**config.mk**
```make
export PLATFORM = sky130hd
export DESIGN_NAME = strng_postproc
export DESIGN_NICKNAME = d
export VERILOG_FILES = /design/src/rtl/strng_postproc.sv
export SDC_FILE = /design/constraint.sdc
export NUM_CORES = 1
export LEC_CHECK = 0
export ABC_CLOCK_PERIOD_IN_PS = 8050
export BUFFER_PORTS_ARGS = -buffer_cell sky130_fd_sc_hd__clkbuf_2
export CAP_MARGIN = 20
export CORE_MARGIN = 2
export CORE_UTILIZATION = 55
export DETAILED_ROUTE_END_ITERATION = 12
export PLACE_DENSITY_LB_ADDON = 0.2
export SYNTH_ARGS = -nofsm -noshare
export SYNTH_HDL_FRONTEND = slang
export SYNTH_SLANG_ARGS = --single-unit
```
**constraint.sdc**
```tcl
create_clock -name clk -period 8.05 [get_ports clk]
set_input_delay 1.61 -clock clk [delete_from_list [all_inputs] [get_ports clk]]
set_output_delay 1.61 -clock clk [all_outputs]
set_load 0.02 [all_outputs]
```
**src/rtl/strng_postproc.sv**
```systemverilog
// Post-processor for the STR TRNG core: XOR-folds DECIM raw samples per folded word,
// runs a repetition-count health test on each fold and packs folds into OUT_W-bit words.
module strng_postproc #(
  parameter int IN_W      = 8,
  parameter int OUT_W     = 32,
  parameter int DECIM     = 4,
  parameter int WARMUP    = 64,
  parameter int RCT_LIMIT = 16
) (
  input  logic             clk,
  input  logic             rstn,
  input  logic             en,
  input  logic [IN_W-1:0]  rnd_data,
  output logic [OUT_W-1:0] out_data,
  output logic             out_valid,
  input  logic             out_ready,
  output logic             health_fail,
  output logic             ovf
);

  localparam int SLOTS = OUT_W / IN_W;
  localparam int DCW   = (DECIM > 1) ? $clog2(DECIM) : 1;
  localparam int PCW   = (SLOTS > 1) ? $clog2(SLOTS) : 1;

  typedef enum logic [1:0] {
    ST_IDLE   = 2'd0,
    ST_WARMUP = 2'd1,
    ST_RUN    = 2'd2,
    ST_FAIL   = 2'd3
  } state_t;

  state_t            state_r;
  state_t            state_nxt_s;
  logic              warm_s;
  logic              run_s;
  logic              fail_s;

  logic [15:0]       wcnt_r;
  logic [DCW-1:0]    dcnt_r;
  logic [IN_W-1:0]   acc_r;
  logic [IN_W-1:0]   fold_s;
  logic              fold_strobe_s;

  logic [IN_W-1:0]   prev_r;
  logic [7:0]        rcnt_r;
  logic [7:0]        rcnt_nxt_s;
  logic              rct_first_r;
  logic              trip_s;

  logic [IN_W-1:0]   pend_r;
  logic              pend_vld_r;
  logic [OUT_W-1:0]  pack_r;
  logic [OUT_W-1:0]  pack_nxt_s;
  logic [PCW-1:0]    pcnt_r;
  logic              pack_en_s;
  logic              word_done_s;

  logic [OUT_W-1:0]  out_data_r;
  logic              out_valid_r;
  logic              health_fail_r;
  logic              ovf_r;

  // State register
  always_ff @(posedge clk or negedge rstn) begin
    if (!rstn) begin
      state_r <= ST_IDLE;
    end else begin
      state_r <= state_nxt_s;
    end
  end

  // Next-state logic; en=0 always returns to IDLE
  always_comb begin
    state_nxt_s = state_r;
    if (!en) begin
      state_nxt_s = ST_IDLE;
    end else begin
      case (state_r)
        ST_IDLE:   state_nxt_s = ST_WARMUP;
        ST_WARMUP: begin
          if (wcnt_r == 16'(WARMUP - 1)) begin
            state_nxt_s = ST_RUN;
          end else begin
            state_nxt_s = ST_WARMUP;
          end
        end
        ST_RUN: begin
          if (trip_s) begin
            state_nxt_s = ST_FAIL;
          end else begin
            state_nxt_s = ST_RUN;
          end
        end
        ST_FAIL:   state_nxt_s = ST_FAIL;
        default:   state_nxt_s = ST_IDLE;
      endcase
    end
  end

  // State decode into datapath controls
  always_comb begin
    warm_s = 1'b0;
    run_s  = 1'b0;
    fail_s = 1'b0;
    case (state_r)
      ST_WARMUP: warm_s = 1'b1;
      ST_RUN:    run_s  = 1'b1;
      ST_FAIL:   fail_s = 1'b1;
      default: begin
        warm_s = 1'b0;
        run_s  = 1'b0;
        fail_s = 1'b0;
      end
    endcase
  end

  assign fold_s        = acc_r ^ rnd_data;
  assign fold_strobe_s = run_s && (dcnt_r == DCW'(DECIM - 1));

  // Repetition count as it would stand after this fold
  always_comb begin
    if (rct_first_r || (fold_s != prev_r)) begin
      rcnt_nxt_s = 8'd1;
    end else begin
      rcnt_nxt_s = rcnt_r + 8'd1;
    end
  end

  assign trip_s = fold_strobe_s && (rcnt_nxt_s == 8'(RCT_LIMIT));

  // Warmup count, XOR folding and repetition-count history
  always_ff @(posedge clk or negedge rstn) begin
    if (!rstn) begin
      wcnt_r      <= 16'd0;
      dcnt_r      <= {DCW{1'b0}};
      acc_r       <= {IN_W{1'b0}};
      prev_r      <= {IN_W{1'b0}};
      rcnt_r      <= 8'd0;
      rct_first_r <= 1'b1;
      pend_r      <= {IN_W{1'b0}};
      pend_vld_r  <= 1'b0;
    end else if (!en) begin
      wcnt_r      <= 16'd0;
      dcnt_r      <= {DCW{1'b0}};
      acc_r       <= {IN_W{1'b0}};
      prev_r      <= {IN_W{1'b0}};
      rcnt_r      <= 8'd0;
      rct_first_r <= 1'b1;
      pend_r      <= {IN_W{1'b0}};
      pend_vld_r  <= 1'b0;
    end else begin
      if (warm_s) begin
        wcnt_r <= wcnt_r + 16'd1;
      end else begin
        wcnt_r <= 16'd0;
      end
      if (fold_strobe_s) begin
        acc_r       <= {IN_W{1'b0}};
        dcnt_r      <= {DCW{1'b0}};
        prev_r      <= fold_s;
        rcnt_r      <= rcnt_nxt_s;
        rct_first_r <= 1'b0;
        pend_r      <= fold_s;
        pend_vld_r  <= !trip_s;
      end else if (run_s) begin
        acc_r      <= fold_s;
        dcnt_r     <= dcnt_r + DCW'(1'b1);
        pend_vld_r <= 1'b0;
      end else begin
        pend_vld_r <= 1'b0;
      end
    end
  end

  // Folds are packed one edge after they are produced; a tripping fold never reaches here
  assign pack_en_s   = run_s && pend_vld_r && !trip_s;
  assign word_done_s = pack_en_s && (pcnt_r == PCW'(SLOTS - 1));

  // Packer contents with the pending fold dropped into slot pcnt
  always_comb begin
    pack_nxt_s = pack_r;
    for (int i = 0; i < SLOTS; i++) begin
      if (pcnt_r == PCW'(i)) begin
        pack_nxt_s[i*IN_W +: IN_W] = pend_r;
      end else begin
        pack_nxt_s[i*IN_W +: IN_W] = pack_r[i*IN_W +: IN_W];
      end
    end
  end

  // Packer slot counter and partial word
  always_ff @(posedge clk or negedge rstn) begin
    if (!rstn) begin
      pack_r <= {OUT_W{1'b0}};
      pcnt_r <= {PCW{1'b0}};
    end else if (!en) begin
      pack_r <= {OUT_W{1'b0}};
      pcnt_r <= {PCW{1'b0}};
    end else if (pack_en_s) begin
      pack_r <= pack_nxt_s;
      if (word_done_s) begin
        pcnt_r <= {PCW{1'b0}};
      end else begin
        pcnt_r <= pcnt_r + PCW'(1'b1);
      end
    end else begin
      pack_r <= pack_r;
      pcnt_r <= pcnt_r;
    end
  end

  // Output handshake register, health and overflow flags
  always_ff @(posedge clk or negedge rstn) begin
    if (!rstn) begin
      out_data_r    <= {OUT_W{1'b0}};
      out_valid_r   <= 1'b0;
      health_fail_r <= 1'b0;
      ovf_r         <= 1'b0;
    end else if (!en) begin
      out_valid_r   <= 1'b0;
      health_fail_r <= 1'b0;
      ovf_r         <= 1'b0;
    end else if (trip_s || fail_s) begin
      out_valid_r   <= 1'b0;
      health_fail_r <= 1'b1;
    end else if (word_done_s) begin
      if (!out_valid_r || out_ready) begin
        out_data_r  <= pack_nxt_s;
        out_valid_r <= 1'b1;
      end else begin
        ovf_r <= 1'b1;
      end
    end else if (out_valid_r && out_ready) begin
      out_valid_r <= 1'b0;
    end else begin
      out_valid_r <= out_valid_r;
    end
  end

  assign out_data    = out_data_r;
  assign out_valid   = out_valid_r;
  assign health_fail = health_fail_r;
  assign ovf         = ovf_r;

endmodule

```
==> results of run 1 <==
## layer usage
metal / vias to the layer above / global-route usage / routed length [um]
li1: 2027 / - / -
met1: 2036 / 0.323 / 5610
met2: 101 / 0.366 / 5880
met3: 13 / 0.0614 / 520
met4: 0 / 0.0891 / 166
met5: - / 0 / 0
## cell usage after synthesis (4+ instances only)
cell,instances
dfrtp_1,114
mux2i_1,64
nand2_1,63
a21oi_1,43
a31oi_1,33
clkbuf_1,28
nor2b_1,24
nor2_1,19
o21ai_0,19
nand3_1,15
and2_1,14
and3_1,13
xor2_1,10
nand2b_1,9
xnor2_1,9
a21boi_0,7
ha_1,7
o311a_1,7
xnor3_1,7
buf_2,6
nor3_1,5
buf_6,4
nand4_1,4
## power by group through the flow
stage | Combinational [mW] | Sequential (mW) | Clock (mW)
floorplan | 0.0148 | 0.590 | 0
global placement | 0.0324 | 0.590 | 0
detailed placement | 0.0327 | 0.590 | 0
CTS | 0.0327 | 0.580 | 0.705
global route | 0.0381 | 0.580 | 0.733
finish | 0.0334 | 0.580 | 0.693
## how the worst max path moves through the flow
stage                start                        to  slack [ns]
2_1_floorplan  rnd_data[4]  out_data[24]$_DFFE_PN0P_        4.29
3_3_place_gp   rnd_data[6]           ovf$_DFFE_PN0P_        3.36
3_5_place_dp   rnd_data[3]           ovf$_DFFE_PN0P_        3.34
4_1_cts        rnd_data[3]           ovf$_DFFE_PN0P_        3.89
5_1_grt        rnd_data[2]           ovf$_DFFE_PN0P_        3.72
6_report       rnd_data[6]           ovf$_DFFE_PN0P_        3.85
## flip-flops by register name (all words and copies together), names as in the netlist, 2 cells and up
| name | cells |
|---|---|
| out_data | 32 |
| pack_r | 32 |
| wcnt_r | 16 |
| acc_r | 8 |
| pend_r | 8 |
| rcnt_r | 8 |
| dcnt_r | 2 |
| pcnt_r | 2 |
| state_r | 2 |
## per-stage QoR
step | hold slack (ns) | setup WS, ns | std cells | power, mW
6_report | 0.456 | 3.85 | 732 | 1.31
5_1_grt | 0.505 | 3.72 | 732 | 1.35
4_1_cts | 0.460 | 3.89 | 731 | 1.32
3_5_place_dp | 0.450 | 3.34 | 702 | 0.623
3_3_place_gp | 0.446 | 3.36 | 701 | 0.623
2_1_floorplan | 0.436 | 4.29 | 557 | 0.605
## layout make-up
type                    instances  area share
clock buffers                  24      0.0755
clock inverters                 5     0.00755
inverters                       3     0.00170
multi-input cells             396       0.408
flip-flops and latches        115       0.435
well taps                     136      0.0257
repair buffers                 53      0.0466
## critical path, stage by stage
cell	delay, ns
clkbuf_2	0.12
xnor3_1	0.36
nand3_1	0.05
or4_1	0.66
or4b_2	0.73
buf_4	0.35
and3_1	0.44
a31o_1	0.28
## cell families after synthesis
| group | after synthesis |
|---|---|
| fa+ha+maj | 7 |
| compound gates | 116 |
| xor+xnor | 27 |
| buf+inv | 46 |
| mux | 64 |
| simple gates | 182 |
| flops | 115 |
==> metrics.cfg, run 1 <==
[run_status]
status=completed

[timing]
rsz0062_at_grt=no
hold_violations=0
period_share=0.522
skew_ns=0.00854
tns_ns=0
period_minus_slack_ns=4.20
setup_viol=0
worst_pin_slew_ns=1.02
slew_violations=0
slew_headroom=0.312
fmax_mhz=238

[logic_synthesis]
synth_adder_area_share=0.0151
synth-simple-area-share=0.161
synth_top_family_by_area=simple AND/OR/NAND/NOR gates
syn-cell-area_um2=5790
synth_flop_cell=dfrtp_1
synth.avg_cell_area_um2=10.4
synth.yosys.seq_area_share=0.497
async_flop_share=1.00
netlist_instances=557
synth-seq-cells=115
synth-edff-count=0
yosysTopAreaCell=dfrtp_1
synth_top_area_frac=0.492
synth-compound-area-share=0.121
synth_nets=576
synth.distinct_cells=44
synth_area_leaders=dfrtp_1 (49%), mux2i_1 (11%), nand2_1 (4.1%)
synth_xor_area_frac=0.0587
yosys_warnings=0
synthMuxAreaShare=0.111

[setup_path]
r2r_slack_ns=4.28
reg2reg_to=ovf$_DFFE_PN0P_
worstPathMaxFanout=70
start_kind=input pin
crit_required_ns=8.45
critPathArrivalTime_ns=4.60
r2r_start=dcnt_r[0]$_DFFE_PN0P_
worstRegToRegCells=7
cp-end-kind=flip-flop
criticalPathCategory=in2reg

[routing]
drcViolationCount=0
ant_nets=0
dr.pass1.iters=8
wire_per_inst_um=16.6
viasPerCell=5.71
drt_wl_total_um=12200
drt_iter0_drc=268
routed-via-count=4177

[power]
p_comb_frac=0.026
pwr_density_cell_nw_per_um2=197
p_leak_nw=2.97
p_sw_frac=0.203
clock_power_share=0.530
pwr-share-seq=0.444
ir_drop_mv=0.102
p_int_mw=1.04
p_switching_mw=0.266

[floorplan]
initial_core_util=0.564
die_x_um=107
io-pin-count=47
dieArea_um2=11400
die_y_um=107
core-area_um2=10300
row_count=37

[cts]
clock_sinks=115
hold_buffers=0
cts_resized=0
cts_made_buffers=17
tritoncts=built
clk_pin_slew_ns=0.06
post-cts-setup-buffer-count=0
htreeDepth=4
clockRootBuffer=clkbuf_8
clk_latency_ns=0.52
clockBufferDepth=2

[global_route]
grt_max_degree=86
grt_pass1_vias=4152
overflow=0
antenna_found_initial=0
grt_usage=0.237
grt_pass1_wl_um=20800

[job]
cap_violations=0

[finish]
fill_cells=828
final_common_cell=dfrtp_1
seq_area_um2=2880
syn2layout_area_growth_pct=14.3
utilization=0.645
nets=605
drive_above_1_share=0.144
antennaDiodeCount=0
multi_input_area_um2=2710
design_area_um2=6630
final_cell_mix=dfrtp_1 (114), mux2i_1 (64), nand2_1 (63)

[min_path]
min_from=rct_first_r$_DFFE_PN1P_
min_path_cells=2
holdPathEnd=rct_first_r$_DFFE_PN1P_
hold_path_class=reg2reg

[placed_design]
gp_congestion=0.821
dp.final_hpwl_um=7860
portBuffers=46
place_area_um2=6050

(Power assumes the default switching activity.)
==> run 2, diff against run 1 <==
--- a/config.mk
+++ b/config.mk
@@ -5,11 +5,11 @@
 export SDC_FILE = /design/constraint.sdc
 export NUM_CORES = 1
 export LEC_CHECK = 0
-export ABC_CLOCK_PERIOD_IN_PS = 8050
+export ABC_CLOCK_PERIOD_IN_PS = 3400
 export BUFFER_PORTS_ARGS = -buffer_cell sky130_fd_sc_hd__clkbuf_2
 export CAP_MARGIN = 20
 export CORE_MARGIN = 2
-export CORE_UTILIZATION = 55
+export CORE_UTILIZATION = 54
 export DETAILED_ROUTE_END_ITERATION = 12
 export PLACE_DENSITY_LB_ADDON = 0.2
 export SYNTH_ARGS = -nofsm -noshare
==> constraint.sdc (replaced) <==
create_clock -name clk -period 3.4 [get_ports clk]
set_input_delay 0.68 -clock clk [delete_from_list [all_inputs] [get_ports clk]]
set_output_delay 0.68 -clock clk [all_outputs]
set_load 0.02 [all_outputs]
==> run 2 against run 1 <==
  * Total power grew to 2.5 times the previous value
  * Highest routed layer unchanged
  * Sequential power is 140% higher
  * Largest cell class unchanged
  * Clock power grew to 2.7 times the previous value
  * Utilization is 0.64 points higher
  * Setup slack worse by 3.5 ns
  * First-iteration DRC count is 1.5% lower
  * Critical path depth is 1 lower
  * Final area is 1.9% higher
  * Sequential cell count stayed put
==> metrics.cfg, run 2 (synthesis results as in run 1) <==
[cts]
cts_made_buffers=17  ; unchanged
clockBufferDepth=2  ; unchanged
cts_resized=0  ; unchanged
post-cts-setup-buffer-count=0  ; unchanged
clock_sinks=115  ; unchanged
clk_pin_slew_ns=0.06  ; about the same
tritoncts=built
clockRootBuffer=clkbuf_8
htreeDepth=4  ; unchanged
hold_buffers=0  ; unchanged
clk_latency_ns=0.53  ; about the same

[finish]
antennaDiodeCount=0  ; unchanged
fill_cells=840  ; +1.4%
utilization=0.651  ; +0.00643
nets=612  ; +1.2%
drive_above_1_share=0.160  ; +0.0158
final_common_cell=dfrtp_1
syn2layout_area_growth_pct=16.5
final_cell_mix=dfrtp_1 (114), mux2i_1 (64), nand2_1 (63)

[floorplan]
dieArea_um2=11600  ; +1.8%
io-pin-count=47  ; unchanged
row_count=37  ; unchanged
core-area_um2=10400  ; +0.90%
die_x_um=108  ; +0.89%
die_y_um=108  ; +0.89%
initial_core_util=0.559  ; -0.00503

[power]
clock_power_share=0.563  ; +0.033
p_switching_mw=0.696  ; +160%
power_mw=3.32  ; +150%
p_comb_frac=0.024  ; -0.002
p_int_mw=2.62  ; +150%
p_leak_nw=3.03  ; +2.0%
p_sw_frac=0.210  ; +0.00627
pwr_density_cell_nw_per_um2=492  ; +150%
pwr-share-seq=0.414  ; -0.030
ir_drop_mv=0.405  ; +300%

[timing]
rsz0062_at_grt=no
period_minus_slack_ns=3.04
slew_headroom=0.510  ; +0.198
slew_violations=0  ; unchanged
holdWs_ns=0.136  ; -0.319 ns
worst_pin_slew_ns=0.734  ; -0.283 ns
setup_viol=0  ; unchanged
tns_ns=0  ; unchanged
fmax_mhz=329
period_share=0.893
hold_violations=0  ; unchanged
skew_ns=0.0151  ; +0.00656 ns

[setup_path]
worstRegToRegCells=7  ; unchanged
crit_required_ns=3.78  ; -4.67 ns
crit_path_max_incr_delay_ns=0.71  ; -0.02 ns
crit_chain=ha_1, nand3_1, xor2_1, or4b_1, or4b_2, and3_1, mux2i_1
criticalPathCategory=reg2reg
start_kind=flip-flop
worstPathMaxFanout=8  ; -89%
cp-end-kind=flip-flop
slowest_stage=or4b_2
critPathArrivalTime_ns=3.42  ; -1.18 ns

[routing]
routed-via-count=4219  ; +1.0%
wire_per_inst_um=17.2  ; +3.6%
ant_nets=0  ; unchanged
drcViolationCount=0  ; unchanged
drt_iter0_drc=264  ; -1.5%
dr.pass1.iters=5  ; -3
viasPerCell=5.69  ; -0.36%
drt_wl_total_um=12800  ; +5.0%

[job]
cap_violations=0  ; unchanged

[global_route]
antenna_found_initial=0  ; unchanged
grt_pass1_vias=4292  ; +3.4%
grt_usage=0.244  ; +0.00708
grt_max_degree=80  ; -7.0%
overflow=0  ; unchanged
grt_pass1_wl_um=21500  ; +3.3%

[placed_design]
dp.final_hpwl_um=8390  ; +6.8%
portBuffers=46  ; unchanged
gp_congestion=0.844  ; +2.7%

[min_path]
hold_path_class=in2async

[run_status]
status=completed

run 2: cell types whose count changed in the layout (fill, tap and decap cells not counted), sizes merged:
cell      change
buf           +7
clkbuf        -5
bufinv        +3
clkinv        +2
clkinvlp      +2
inv           +1
run 2: cell type report:
class	count	area, um2	share of cell area
sequential	115	2880	0.426
multi-input combinational	396	2710	0.401
clock buffer	19	442	0.0654
timing repair buffer	60	363	0.0537
clock inverter	13	181	0.0269
tap	136	170	0.0252
inverter	3	11.3	0.00167
run 2: critical path: cells and delay by family (launching register included):
| kind | cells | cell delay, ns |
|---|---|---|
| AND/OR/NAND/NOR | 4 | 1.82 |
| flip-flops | 1 | 0.39 |
| adder cells (fa/ha/maj) | 1 | 0.27 |
| multiplexers | 1 | 0.20 |
| XOR/XNOR | 1 | 0.19 |
run 2: through the flow:
step	area, um2	cells	setup WS, ns
floorplan	5790	557	0.573
global placement	6130	710	0.236
detailed placement	6130	710	0.175
CTS	6750	742	0.372
global route	6750	742	0.182
finish	6750	742	0.363
run 2: final timing paths:
check	start	to	slack, ns
worst min register to register	rct_first_r$_DFFE_PN1P_	rct_first_r$_DFFE_PN1P_	0.46
worst max-delay path	rcnt_r[1]$_DFFE_PN0P_	pack_r[19]$_DFFE_PN0P_	0.36
worst min-delay path	rstn	out_data[12]$_DFFE_PN0P_	0.14
worst max register to register	rcnt_r[1]$_DFFE_PN0P_	pack_r[19]$_DFFE_PN0P_	0.36
min in group clk	rct_first_r$_DFFE_PN1P_	rct_first_r$_DFFE_PN1P_	0.46
max in group asynchronous	rstn	wcnt_r[9]$_DFF_PN0_	2.53
run 2: routing by layer:
layer	track usage	part of all wire	wire length (um)
met1	0.325	0.46	5890
met2	0.385	0.49	6250
met3	0.0611	0.035	452
met4	0.0934	0.015	186
met5	0	0	0
run 2: power by group through the flow:
stage | clock, mW | combinational, mW | sequential, mW
2_1_floorplan | 0 | 0.0351 | 1.40
3_3_place_gp | 0 | 0.0804 | 1.40
3_5_place_dp | 0 | 0.0815 | 1.40
4_1_cts | 1.89 | 0.0818 | 1.37
5_1_grt | 1.96 | 0.0908 | 1.37
6_report | 1.87 | 0.0791 | 1.37
==> run 3, diff against run 2 <==
--- a/config.mk
+++ b/config.mk
@@ -8,8 +8,9 @@
 export ABC_CLOCK_PERIOD_IN_PS = 3400
 export BUFFER_PORTS_ARGS = -buffer_cell sky130_fd_sc_hd__clkbuf_2
 export CAP_MARGIN = 20
+export CORE_ASPECT_RATIO = 1.5
 export CORE_MARGIN = 2
-export CORE_UTILIZATION = 54
+export CORE_UTILIZATION = 30
 export DETAILED_ROUTE_END_ITERATION = 12
 export PLACE_DENSITY_LB_ADDON = 0.2
 export SYNTH_ARGS = -nofsm -noshare
==> run 3 against run 2 <==
  * Clock skew fell by 0.0047 ns
  * Die area rose by 77%
  * Final area rose by 1.7%
  * Setup slack got worse by 0.037 ns
  * First-iteration DRC count fell by 55%
  * Via count rose by 0.24%
  * Maximum frequency fell by 1.2%
  * Global-route usage fell by 9.6 points
  * Critical path depth rose by 1
  * Non-clock buffer count fell by 2
  * Hold slack improved by 0.23 ns
  * Largest power group unchanged
==> metrics.cfg, run 3 (synthesis results as in run 1) <==
[power]
p_leak_nw=3.00  ; -0.85%
p_switching_mw=0.686  ; -1.5%
clock_power_share=0.558  ; -0.005
p_comb_frac=0.025  ; about the same
pwr_density_cell_nw_per_um2=479  ; -2.7%
p_sw_frac=0.208  ; -0.00124
pwr-share-seq=0.418  ; +0.004
ir_drop_mv=0.293  ; -28%
p_int_mw=2.60  ; -0.80%

[global_route]
grt_pass1_vias=4433  ; +3.3%
grt_max_degree=67  ; -16%
grt_pass1_wl_um=23700  ; +10%
antenna_found_initial=0  ; unchanged
grt_busiest_layer=met2
use_met1=0.180  ; -0.145
met3_usage=0.0292  ; -0.0319
grt_usage=0.148  ; -0.0960
overflow=0  ; unchanged
grt_use_met2=0.257  ; -0.127

[cts]
clockRootBuffer=clkbuf_16
tritoncts=built
clockBufferDepth=2  ; unchanged
clk_pin_slew_ns=0.06  ; about the same
cts_resized=0  ; unchanged
hold_buffers=0  ; unchanged
post-cts-setup-buffer-count=0  ; unchanged
htreeDepth=4  ; unchanged
clk_latency_ns=0.42  ; -0.11 ns
cts_made_buffers=17  ; unchanged
clock_sinks=115  ; unchanged

[setup_path]
r2r_start=rcnt_r[0]$_DFFE_PN0P_
cp-end-kind=flip-flop
start_kind=flip-flop
startpoint=rcnt_r[0]$_DFFE_PN0P_
criticalPathCategory=reg2reg
critPathArrivalTime_ns=3.36  ; -0.06 ns
crit_required_ns=3.69  ; -0.09 ns
worstPathMaxFanout=6  ; -2

[timing]
tns_ns=0  ; unchanged
hold_violations=0  ; unchanged
holdWs_ns=0.363  ; +0.227 ns
worst_slack_ns=0.326  ; -0.0369 ns
skew_ns=0.0104  ; -0.00475 ns
period_share=0.904  ; +0.0109
fmax_mhz=325  ; -1.2%
rsz0062_at_grt=no
period_minus_slack_ns=3.07  ; +0.0369 ns
setup_viol=0  ; unchanged
slew_headroom=0.430  ; -0.0806
worst_pin_slew_ns=0.855  ; +0.121 ns
slew_violations=0  ; unchanged

[finish]
design_area_um2=6870  ; +1.7%
syn2layout_area_growth_pct=18.5
drive_above_1_share=0.152  ; -0.00775
final_common_cell=dfrtp_1
final_cell_mix=dfrtp_1 (114), mux2i_1 (64), nand2_1 (63)
antennaDiodeCount=0  ; unchanged
nets=610  ; -0.33%

[routing]
dr.pass1.iters=5  ; unchanged
viasPerCell=4.92  ; -14%
wire_per_inst_um=16.6  ; -3.6%
drt_iter0_drc=119  ; -55%
ant_nets=0  ; unchanged
routed-via-count=4229  ; +0.24%
drt_wl_total_um=14300  ; +12%
drcViolationCount=0  ; unchanged

[job]
cap_violations=0  ; unchanged

[floorplan]
die_x_um=117  ; +9.2%
die_y_um=174  ; +62%
io-pin-count=47  ; unchanged
dieArea_um2=20500  ; +77%
initial_core_util=0.304  ; -0.255
row_count=62  ; +68%
core-area_um2=19100  ; +84%

[placed_design]
portBuffers=46  ; unchanged
gp_congestion=0.754  ; -11%
dp.final_hpwl_um=9630  ; +15%
post-place-ws_ns=0.119  ; -0.0557 ns
place_area_um2=6260  ; +2.2%

[run_status]
status=completed

[min_path]
hold_path_class=in2async

-- run 3: cell types whose count changed in the layout (fill, tap and decap cells not counted), sizes merged --
cell / change
clkbuf: +4
clkinv: -3
buf: -2
bufinv: -1
clkinvlp: +1
inv: -1
-- run 3: critical path, stage by stage (launching register included) --
cell	delay [ns]
dfrtp_1	0.42
ha_1	0.29
nand3_1	0.17
xor2_1	0.20
or4b_1	0.53
or4b_2	0.71
and3_1	0.33
buf_12	0.19
mux2i_1	0.11
-- run 3: worst paths after layout --
check                                     endpoint  slack (ns)  depth (start not counted)
min                          dcnt_r[1]$_DFFE_PN0P_        0.36                          1
max in group asynchronous      wcnt_r[8]$_DFF_PN0_        2.26                          2
max reg2reg                 pack_r[24]$_DFFE_PN0P_        0.33                          8
max                         pack_r[24]$_DFFE_PN0P_        0.33                          8
min in group clk           rct_first_r$_DFFE_PN1P_        0.45                          2
min reg2reg                rct_first_r$_DFFE_PN1P_        0.45                          2
-- run 3: power by group through the flow --
stage          clock (mW)  sequential (mW)  combinational, mW
5_1_grt              1.92             1.37             0.0932
3_3_place_gp            0             1.40             0.0824
3_5_place_dp            0             1.40             0.0846
2_1_floorplan           0             1.40             0.0351
4_1_cts              1.87             1.37             0.0848
6_report             1.83             1.37             0.0811
-- run 3: per-stage QoR --
stage	util	std cells	power, mW
after global routing	0.360	860	3.39
after CTS	0.360	860	3.33
after global placement	0.328	828	1.48
after detailed placement	0.328	828	1.48
after floorplan	-	557	1.43
final	0.360	860	3.29
-- run 3: routing by layer --
metal  up-vias  wire [um]
li1       2040          -
met1      2106       6370
met2        69       7310
met3        14        371
met4         0        214
met5         -          0
-- run 3: layout make-up --
| cell class | count | area [um2] |
|---|---|---|
| Sequential cell | 115 | 2880 |
| Clock inverter | 9 | 128 |
| Inverter | 3 | 11.3 |
| Timing Repair Buffer | 58 | 348 |
| Multi-Input combinational cell | 396 | 2710 |
| Clock buffer | 23 | 478 |
| Tap cell | 256 | 320 |
| Fill cell | 2003 | 12200 |
